**src/rtl/decode_issue_buffer_if.sv**
```systemverilog
// rtl/decode_issue_buffer_if.sv - fetch/issue handshake bundle for decode_issue_buffer
interface decode_issue_buffer_if #(
    parameter int ADDR_WIDTH  = 64,
    parameter int INSTR_WIDTH = 32,
    parameter int REG_ADDR_W  = 5,
    parameter int DEPTH       = 4,
    parameter int BTB_WAY_W   = 2
);
    localparam int CW = $clog2(DEPTH + 1);

    logic                   i_valid;
    logic                   o_ready;
    logic [INSTR_WIDTH-1:0] i_instruction;
    logic [ADDR_WIDTH-1:0]  i_pc;
    logic [ADDR_WIDTH-1:0]  i_pc_target_addr_pred;
    logic [BTB_WAY_W-1:0]   i_btb_way;
    logic                   i_branch_pred_taken;
    logic                   i_flush;
    logic                   i_wb_we;
    logic [REG_ADDR_W-1:0]  i_wb_rd_addr;
    logic                   o_valid;
    logic                   i_ready;
    logic [INSTR_WIDTH-1:0] o_instruction;
    logic [ADDR_WIDTH-1:0]  o_pc;
    logic [ADDR_WIDTH-1:0]  o_pc_plus4;
    logic [REG_ADDR_W-1:0]  o_rs1_addr;
    logic [REG_ADDR_W-1:0]  o_rs2_addr;
    logic [REG_ADDR_W-1:0]  o_rd_addr;
    logic [ADDR_WIDTH-1:0]  o_pc_target_addr_pred;
    logic [BTB_WAY_W-1:0]   o_btb_way;
    logic                   o_branch_pred_taken;
    logic                   o_hazard_stall;
    logic [CW-1:0]          o_count;

    modport slave (
        input  i_valid, i_instruction, i_pc, i_pc_target_addr_pred, i_btb_way,
               i_branch_pred_taken, i_flush, i_wb_we, i_wb_rd_addr, i_ready,
        output o_ready, o_valid, o_instruction, o_pc, o_pc_plus4, o_rs1_addr,
               o_rs2_addr, o_rd_addr, o_pc_target_addr_pred, o_btb_way,
               o_branch_pred_taken, o_hazard_stall, o_count
    );

    modport master (
        output i_valid, i_instruction, i_pc, i_pc_target_addr_pred, i_btb_way,
               i_branch_pred_taken, i_flush, i_wb_we, i_wb_rd_addr, i_ready,
        input  o_ready, o_valid, o_instruction, o_pc, o_pc_plus4, o_rs1_addr,
               o_rs2_addr, o_rd_addr, o_pc_target_addr_pred, o_btb_way,
               o_branch_pred_taken, o_hazard_stall, o_count
    );
endinterface

```
**src/rtl/decode_issue_buffer.sv**
```systemverilog
// rtl/decode_issue_buffer.sv - fetch-to-decode FIFO with load-use scoreboard gating the head
module decode_issue_buffer #(
    parameter int ADDR_WIDTH  = 64,
    parameter int INSTR_WIDTH = 32,
    parameter int REG_ADDR_W  = 5,
    parameter int DEPTH       = 4,
    parameter int BTB_WAY_W   = 2
) (
    input  logic                  i_clk,
    input  logic                  i_arst,
    decode_issue_buffer_if.slave  bus
);
    localparam int NREG = 2 ** REG_ADDR_W;
    localparam int PW   = $clog2(DEPTH);
    localparam int CW   = $clog2(DEPTH + 1);
    localparam logic [6:0] OP_LOAD = 7'b0000011;

    logic [INSTR_WIDTH-1:0] instr_mem [DEPTH];
    logic [ADDR_WIDTH-1:0]  pc_mem    [DEPTH];
    logic [ADDR_WIDTH-1:0]  tgt_mem   [DEPTH];
    logic [BTB_WAY_W-1:0]   way_mem   [DEPTH];
    logic                   taken_mem [DEPTH];

    logic [PW-1:0]   wr_ptr, rd_ptr;
    logic [CW-1:0]   count;
    logic [NREG-1:0] busy, busy_next;

    logic                   nonempty, full, blocked, push, pop, load_issue;
    logic [INSTR_WIDTH-1:0] head_instr;
    logic [ADDR_WIDTH-1:0]  head_pc;
    logic [REG_ADDR_W-1:0]  rs1, rs2, rd;

    assign nonempty   = (count != '0);
    assign full       = (count == CW'(DEPTH));
    assign head_instr = nonempty ? instr_mem[rd_ptr] : '0;
    assign head_pc    = nonempty ? pc_mem[rd_ptr]    : '0;
    assign rs1        = head_instr[19:15];
    assign rs2        = head_instr[24:20];
    assign rd         = head_instr[11:7];

    // busy[0] is held at zero, so x0 operands never block
    assign blocked    = nonempty & (busy[rs1] | busy[rs2] | busy[rd]);
    assign push       = bus.i_valid & ~full & ~bus.i_flush;
    assign pop        = bus.o_valid & bus.i_ready & ~bus.i_flush;
    assign load_issue = pop & (head_instr[6:0] == OP_LOAD) & (rd != '0);

    always_comb begin
        busy_next = busy;
        if (bus.i_wb_we)
            busy_next[bus.i_wb_rd_addr] = 1'b0;
        // the issuing load is younger than any writeback landing this cycle
        if (load_issue)
            busy_next[rd] = 1'b1;
        busy_next[0] = 1'b0;
    end

    always_ff @(posedge i_clk or posedge i_arst) begin
        if (i_arst) begin
            wr_ptr <= '0;
            rd_ptr <= '0;
            count  <= '0;
            busy   <= '0;
        end else begin
            busy <= busy_next;
            if (bus.i_flush) begin
                rd_ptr <= wr_ptr;
                count  <= '0;
            end else begin
                if (push)
                    wr_ptr <= wr_ptr + PW'(1);
                if (pop)
                    rd_ptr <= rd_ptr + PW'(1);
                if (push && !pop)
                    count <= count + CW'(1);
                else if (pop && !push)
                    count <= count - CW'(1);
            end
        end
    end

    always_ff @(posedge i_clk) begin
        if (push) begin
            instr_mem[wr_ptr] <= bus.i_instruction;
            pc_mem[wr_ptr]    <= bus.i_pc;
            tgt_mem[wr_ptr]   <= bus.i_pc_target_addr_pred;
            way_mem[wr_ptr]   <= bus.i_btb_way;
            taken_mem[wr_ptr] <= bus.i_branch_pred_taken;
        end
    end

    assign bus.o_ready               = ~full;
    assign bus.o_valid               = nonempty & ~blocked;
    assign bus.o_hazard_stall        = blocked;
    assign bus.o_count               = count;
    assign bus.o_instruction         = head_instr;
    assign bus.o_pc                  = head_pc;
    assign bus.o_pc_plus4            = nonempty ? head_pc + ADDR_WIDTH'(4) : '0;
    assign bus.o_rs1_addr            = rs1;
    assign bus.o_rs2_addr            = rs2;
    assign bus.o_rd_addr             = rd;
    assign bus.o_pc_target_addr_pred = nonempty ? tgt_mem[rd_ptr]   : '0;
    assign bus.o_btb_way             = nonempty ? way_mem[rd_ptr]   : '0;
    assign bus.o_branch_pred_taken   = nonempty ? taken_mem[rd_ptr] : 1'b0;
endmodule

```
**src/flat_wrapper.sv**
```systemverilog
// flat-port wrapper written by rule: the top's interface ports become plain ports
module decode_issue_buffer_flat 
#(
    parameter int ADDR_WIDTH  = 64,
    parameter int INSTR_WIDTH = 32,
    parameter int REG_ADDR_W  = 5,
    parameter int DEPTH       = 4,
    parameter int BTB_WAY_W   = 2
)
  (i_clk, i_arst, bus_i_valid, bus_i_instruction, bus_i_pc, bus_i_pc_target_addr_pred, bus_i_btb_way, bus_i_branch_pred_taken, bus_i_flush, bus_i_wb_we, bus_i_wb_rd_addr, bus_i_ready, bus_o_ready, bus_o_valid, bus_o_instruction, bus_o_pc, bus_o_pc_plus4, bus_o_rs1_addr, bus_o_rs2_addr, bus_o_rd_addr, bus_o_pc_target_addr_pred, bus_o_btb_way, bus_o_branch_pred_taken, bus_o_hazard_stall, bus_o_count);
  decode_issue_buffer_if #(.ADDR_WIDTH(ADDR_WIDTH), .INSTR_WIDTH(INSTR_WIDTH), .REG_ADDR_W(REG_ADDR_W), .DEPTH(DEPTH), .BTB_WAY_W(BTB_WAY_W)) bus_i ();
  input  logic i_clk;
  input  logic i_arst;
  input wire logic [$bits(bus_i.i_valid)-1:0] bus_i_valid;
  input wire logic [$bits(bus_i.i_instruction)-1:0] bus_i_instruction;
  input wire logic [$bits(bus_i.i_pc)-1:0] bus_i_pc;
  input wire logic [$bits(bus_i.i_pc_target_addr_pred)-1:0] bus_i_pc_target_addr_pred;
  input wire logic [$bits(bus_i.i_btb_way)-1:0] bus_i_btb_way;
  input wire logic [$bits(bus_i.i_branch_pred_taken)-1:0] bus_i_branch_pred_taken;
  input wire logic [$bits(bus_i.i_flush)-1:0] bus_i_flush;
  input wire logic [$bits(bus_i.i_wb_we)-1:0] bus_i_wb_we;
  input wire logic [$bits(bus_i.i_wb_rd_addr)-1:0] bus_i_wb_rd_addr;
  input wire logic [$bits(bus_i.i_ready)-1:0] bus_i_ready;
  output wire logic [$bits(bus_i.o_ready)-1:0] bus_o_ready;
  output wire logic [$bits(bus_i.o_valid)-1:0] bus_o_valid;
  output wire logic [$bits(bus_i.o_instruction)-1:0] bus_o_instruction;
  output wire logic [$bits(bus_i.o_pc)-1:0] bus_o_pc;
  output wire logic [$bits(bus_i.o_pc_plus4)-1:0] bus_o_pc_plus4;
  output wire logic [$bits(bus_i.o_rs1_addr)-1:0] bus_o_rs1_addr;
  output wire logic [$bits(bus_i.o_rs2_addr)-1:0] bus_o_rs2_addr;
  output wire logic [$bits(bus_i.o_rd_addr)-1:0] bus_o_rd_addr;
  output wire logic [$bits(bus_i.o_pc_target_addr_pred)-1:0] bus_o_pc_target_addr_pred;
  output wire logic [$bits(bus_i.o_btb_way)-1:0] bus_o_btb_way;
  output wire logic [$bits(bus_i.o_branch_pred_taken)-1:0] bus_o_branch_pred_taken;
  output wire logic [$bits(bus_i.o_hazard_stall)-1:0] bus_o_hazard_stall;
  output wire logic [$bits(bus_i.o_count)-1:0] bus_o_count;
  assign bus_i.i_valid = bus_i_valid;
  assign bus_i.i_instruction = bus_i_instruction;
  assign bus_i.i_pc = bus_i_pc;
  assign bus_i.i_pc_target_addr_pred = bus_i_pc_target_addr_pred;
  assign bus_i.i_btb_way = bus_i_btb_way;
  assign bus_i.i_branch_pred_taken = bus_i_branch_pred_taken;
  assign bus_i.i_flush = bus_i_flush;
  assign bus_i.i_wb_we = bus_i_wb_we;
  assign bus_i.i_wb_rd_addr = bus_i_wb_rd_addr;
  assign bus_i.i_ready = bus_i_ready;
  assign bus_o_ready = bus_i.o_ready;
  assign bus_o_valid = bus_i.o_valid;
  assign bus_o_instruction = bus_i.o_instruction;
  assign bus_o_pc = bus_i.o_pc;
  assign bus_o_pc_plus4 = bus_i.o_pc_plus4;
  assign bus_o_rs1_addr = bus_i.o_rs1_addr;
  assign bus_o_rs2_addr = bus_i.o_rs2_addr;
  assign bus_o_rd_addr = bus_i.o_rd_addr;
  assign bus_o_pc_target_addr_pred = bus_i.o_pc_target_addr_pred;
  assign bus_o_btb_way = bus_i.o_btb_way;
  assign bus_o_branch_pred_taken = bus_i.o_branch_pred_taken;
  assign bus_o_hazard_stall = bus_i.o_hazard_stall;
  assign bus_o_count = bus_i.o_count;
  decode_issue_buffer #(.ADDR_WIDTH(ADDR_WIDTH), .INSTR_WIDTH(INSTR_WIDTH), .REG_ADDR_W(REG_ADDR_W), .DEPTH(DEPTH), .BTB_WAY_W(BTB_WAY_W)) u_core (.i_clk(i_clk), .i_arst(i_arst), .bus(bus_i));
endmodule
```
**config.mk**
```make
export PLATFORM = sky130hd
export DESIGN_NAME = decode_issue_buffer_flat
export DESIGN_NICKNAME = d
export VERILOG_FILES = /design/src/rtl/decode_issue_buffer_if.sv /design/src/rtl/decode_issue_buffer.sv /design/src/flat_wrapper.sv
export SDC_FILE = /design/constraint.sdc
export NUM_CORES = 1
export LEC_CHECK = 0
export ABC_AREA = 1
export CAP_MARGIN = 20
export CELL_PAD_IN_SITES_DETAIL_PLACEMENT = 0
export CELL_PAD_IN_SITES_GLOBAL_PLACEMENT = 1
export CORE_MARGIN = 2
export CORE_UTILIZATION = 50
export DETAILED_ROUTE_END_ITERATION = 6
export DONT_BUFFER_PORTS = 1
export HOLD_SLACK_MARGIN = 0.05
export PLACE_DENSITY_LB_ADDON = 0.1
export SYNTH_ARGS = -nofsm -noshare
export SYNTH_HDL_FRONTEND = slang
export SYNTH_SLANG_ARGS = --single-unit
```
**constraint.sdc**
```tcl
create_clock -name i_clk -period 9.5 [get_ports i_clk]
set_input_delay 1.425 -clock i_clk [delete_from_list [all_inputs] [get_ports i_clk]]
set_output_delay 1.425 -clock i_clk [all_outputs]
set_load 0.05 [all_outputs]
```
==> results.toml <==
[status]
status = "complete, no violations"

[setup_path]
crit_slowest_cell = "dfrtp_4"
crit_top_cell = "nor2_1"
path_buf_inv = 3
arrival_ns = 5.66
worstReg2RegEnd = "u_core.busy[31]"
reg2reg_from = "u_core.rd_ptr[0]"
worstSetupEndpointType = "primary output"
max_stage_delay_ns = 0.88
start_kind = "register"
ff2ff_setup_slack_ns = 3.97
endpoint = "bus_o_pc_plus4[32]"
path_delay_family = "simple AND/OR/NAND/NOR gates"
cp.required_ns = 8.08
rr_worst_depth = 17
cp_max_fo = 91
crit_cells = 14
worstSetupPathType = "reg -> out"
crit_path_start = "u_core.rd_ptr[1]"
path_cells = "inv_6 > nor2_1 > o21ai_0 > nand2_1 > inv_1 > nor2_1 > ha_1 > nand2_1 > nor2_2 > nand2_1 > nor2_1 > inv_1 > nor2_1 > xor2_1"

[detailed_routing]
routed_via_density = 5.579
routedWlPerCell_um = 22.82
drt_drc_violations_left = 0
drt-total-wl_um = 86310
first_pass_iters = 6
dr.first_iter.drc_count = 1598
postRouteAntennaNets = 0
via_count = 21110

[cts]
cts_setup_buffers = 0
cts.clk_slew.worst_paths_ns = 0.06
clockBufferDepth = 3
htreeDepth = 3
cts_root_buf = "clkbuf_16"
clock_latency_ns = 0.60
clock-sinks = 690
cts_tree = "built"
hold_buffers = 0
numCtsBuffers = 74
ctsResizeCount = 0

[logic_synthesis]
synth_cell_types = 47
ys_seq_elements = 690
ys_seq_area_frac = 0.6598
syn-num-nets = 3088
avgSynthCellArea_um2 = 10.70
synth_area_um2 = 31120
syn_inst = 2908
ys.warnings.count = 0

[timing]
fmax_mhz = 141.1
report.final.hold_viol_count = 0
drv_slew = 0
setup_viol_count_final = 0
worstMarginPinSlew_ns = 1.190
worst_slack_ns = 2.414
skew_ns = 0.01816
relSlewSlack = 0.2094
rsz0062_at_grt = "no"
tns_ns = 0
period_share = 0.7459
period_minus_slack_ns = 7.086

[min_path]
hp-class = "reg -> reg"
min-delay-start = "u_core.busy[9]"
holdPathStages = 2

[layout]
post-route-util = 0.5521
layout-drive-gt1-share = 0.1018
area_delta_synth_final_pct = 9.297
fillers = 5309
nNetsFinal = 3075
n_antenna_cell = 0

[placement]
dp_hpwl_um = 55570
dp_slack_ns = 3.083
portBuffers = 0
gp_congestion = 0.9268

[global_route]
antenna_found_initial = 1
grt_pass1_wl_um = 126700
grt_pass1_vias = 20160
grt_max_degree = 172
grt_usage = 0.2636
overflow = 0

[die]
fp-row-count = 91
core-area_um2 = 61600
die_area_um2 = 64240
die_w_um = 253.5
fp.dieH_um = 253.5
initial_core_util = 0.5051
io-pin-count = 422

[flow_run]
max_cap_viol_count = 0
[registers in the layout, indices dropped and copies added (netlist names)]
name and cells:
u_core.tgt_mem 256, u_core.instr_mem 128, u_core.busy 31, u_core.taken_mem 4, u_core.wr_ptr 2, u_core.bus.o_count 3, u_core.pc_mem 256, u_core.way_mem 8
u_core.rd_ptr 2
[through the flow]
stage | hold slack (ns) | cells | instance area [µm²]
final | 0.5448 | 3783 | 34010
after global routing | 0.5659 | 3783 | 34010
after CTS | 0.5426 | 3777 | 33910
after detailed placement | 0.5296 | 3650 | 31730
after global placement | 0.5072 | 3643 | 31680
after floorplan | 0.4892 | 2908 | 31120
[worst reg2reg max path: stages (launching register included)]
cell and delay, ns:
dfrtp_4 0.62, inv_8 0.50, buf_4 0.87, nand2_1 0.17, nand3_1 0.12, nand3_1 0.18, inv_1 0.69, nand2_1 0.22
nor2_1 0.46, nand2_1 0.10, nand2_1 0.07, inv_1 0.04, nand2_1 0.07, nor2_1 0.07, nand4_2 0.21, inv_2 0.07
nand2_2 0.68, o21ai_0 0.23
[final cells by class]
class,instances,area [µm²],share of cell area
Inverter,254,972.2,0.02859
Clock buffer,89,1929,0.05673
Multi-Input combinational cell,1806,8675,0.2551
Tap cell,837,1047,0.03079
Clock inverter,38,254.0,0.007468
Timing Repair Buffer,69,594.3,0.01748
Sequential cell,690,20540,0.6039
[routing by layer]
| layer | track usage | vias up | wire (µm) |
|---|---|---|---|
| met2 | 0.4268 | 759 | 40960 |
| met1 | 0.3455 | 10320 | 35300 |
| met3 | 0.07825 | 128 | 8064 |
| li1 | - | 9896 | - |
| met5 | 0 | - | 13 |
| met4 | 0.07557 | 2 | 1974 |
[synthesized netlist by cell type, drive strengths merged]
cell / number / area [µm²]
a32o: 15 / 151.4
nor2: 549 / 2163
edfxtp: 652 / 19580
inv: 253 / 949.7
nor4b: 1 / 8.760
clkinv: 1 / 5.000
and3: 1 / 6.260
nand4: 44 / 287.8
fa: 1 / 20.02
nor3: 24 / 160.2
o22ai: 1 / 6.260
clkbuf: 36 / 135.1
o21ai: 267 / 1449
a21boi: 1 / 7.510
a32oi: 1 / 8.760
o22a: 1 / 8.760
nand3: 248 / 1316
a21oi: 125 / 629.4
a221oi: 2 / 23.77
ha: 5 / 62.56
nand2: 456 / 1729
nor4: 9 / 83.83
nor3b: 1 / 7.510
xnor2: 4 / 35.03
xor2: 49 / 429.2
dfrtp: 38 / 950.9
buf: 122 / 894.6
o211ai: 1 / 7.510
[how the worst min path moves through the flow]
stage / to / slack [ns]
floorplan: u_core.busy[11] / 0.49
global placement: u_core.busy[19] / 0.51
detailed placement: u_core.busy[13] / 0.53
CTS: u_core.busy[9] / 0.54
global route: u_core.busy[5] / 0.57
finish: u_core.busy[9] / 0.54
[kinds of logic after synthesis]
logic type / share of synthesized area
DFF: 0.6598
buffers and inverters: 0.06377
adders and majority gates: 0.002654
AOI/OAI and AO/OA: 0.07367
xor gates and xnor gates: 0.01492
and+or+nand+nor: 0.1852
[cell usage in the layout (no fill, tap or decap), drive strengths merged, types with 2 or more instances in the layout]
master    synthesis  routed
edfxtp          652     652
nor2            549     549
nand2           456     456
o21ai           267     267
inv             253     257
nand3           248     248
a21oi           125     125
clkbuf           36      92
buf             122      66
xor2             49      49
nand4            44      44
dfrtp            38      38
clkinv            1      32
nor3             24      24
a32o             15      15
nor4              9       9
ha                5       5
xnor2             4       4
a221oi            2       2
clkinvlp          0       2
Power is not shown: default switching activity piles up to over one toggle a cycle in this logic, so the estimate is an artifact.
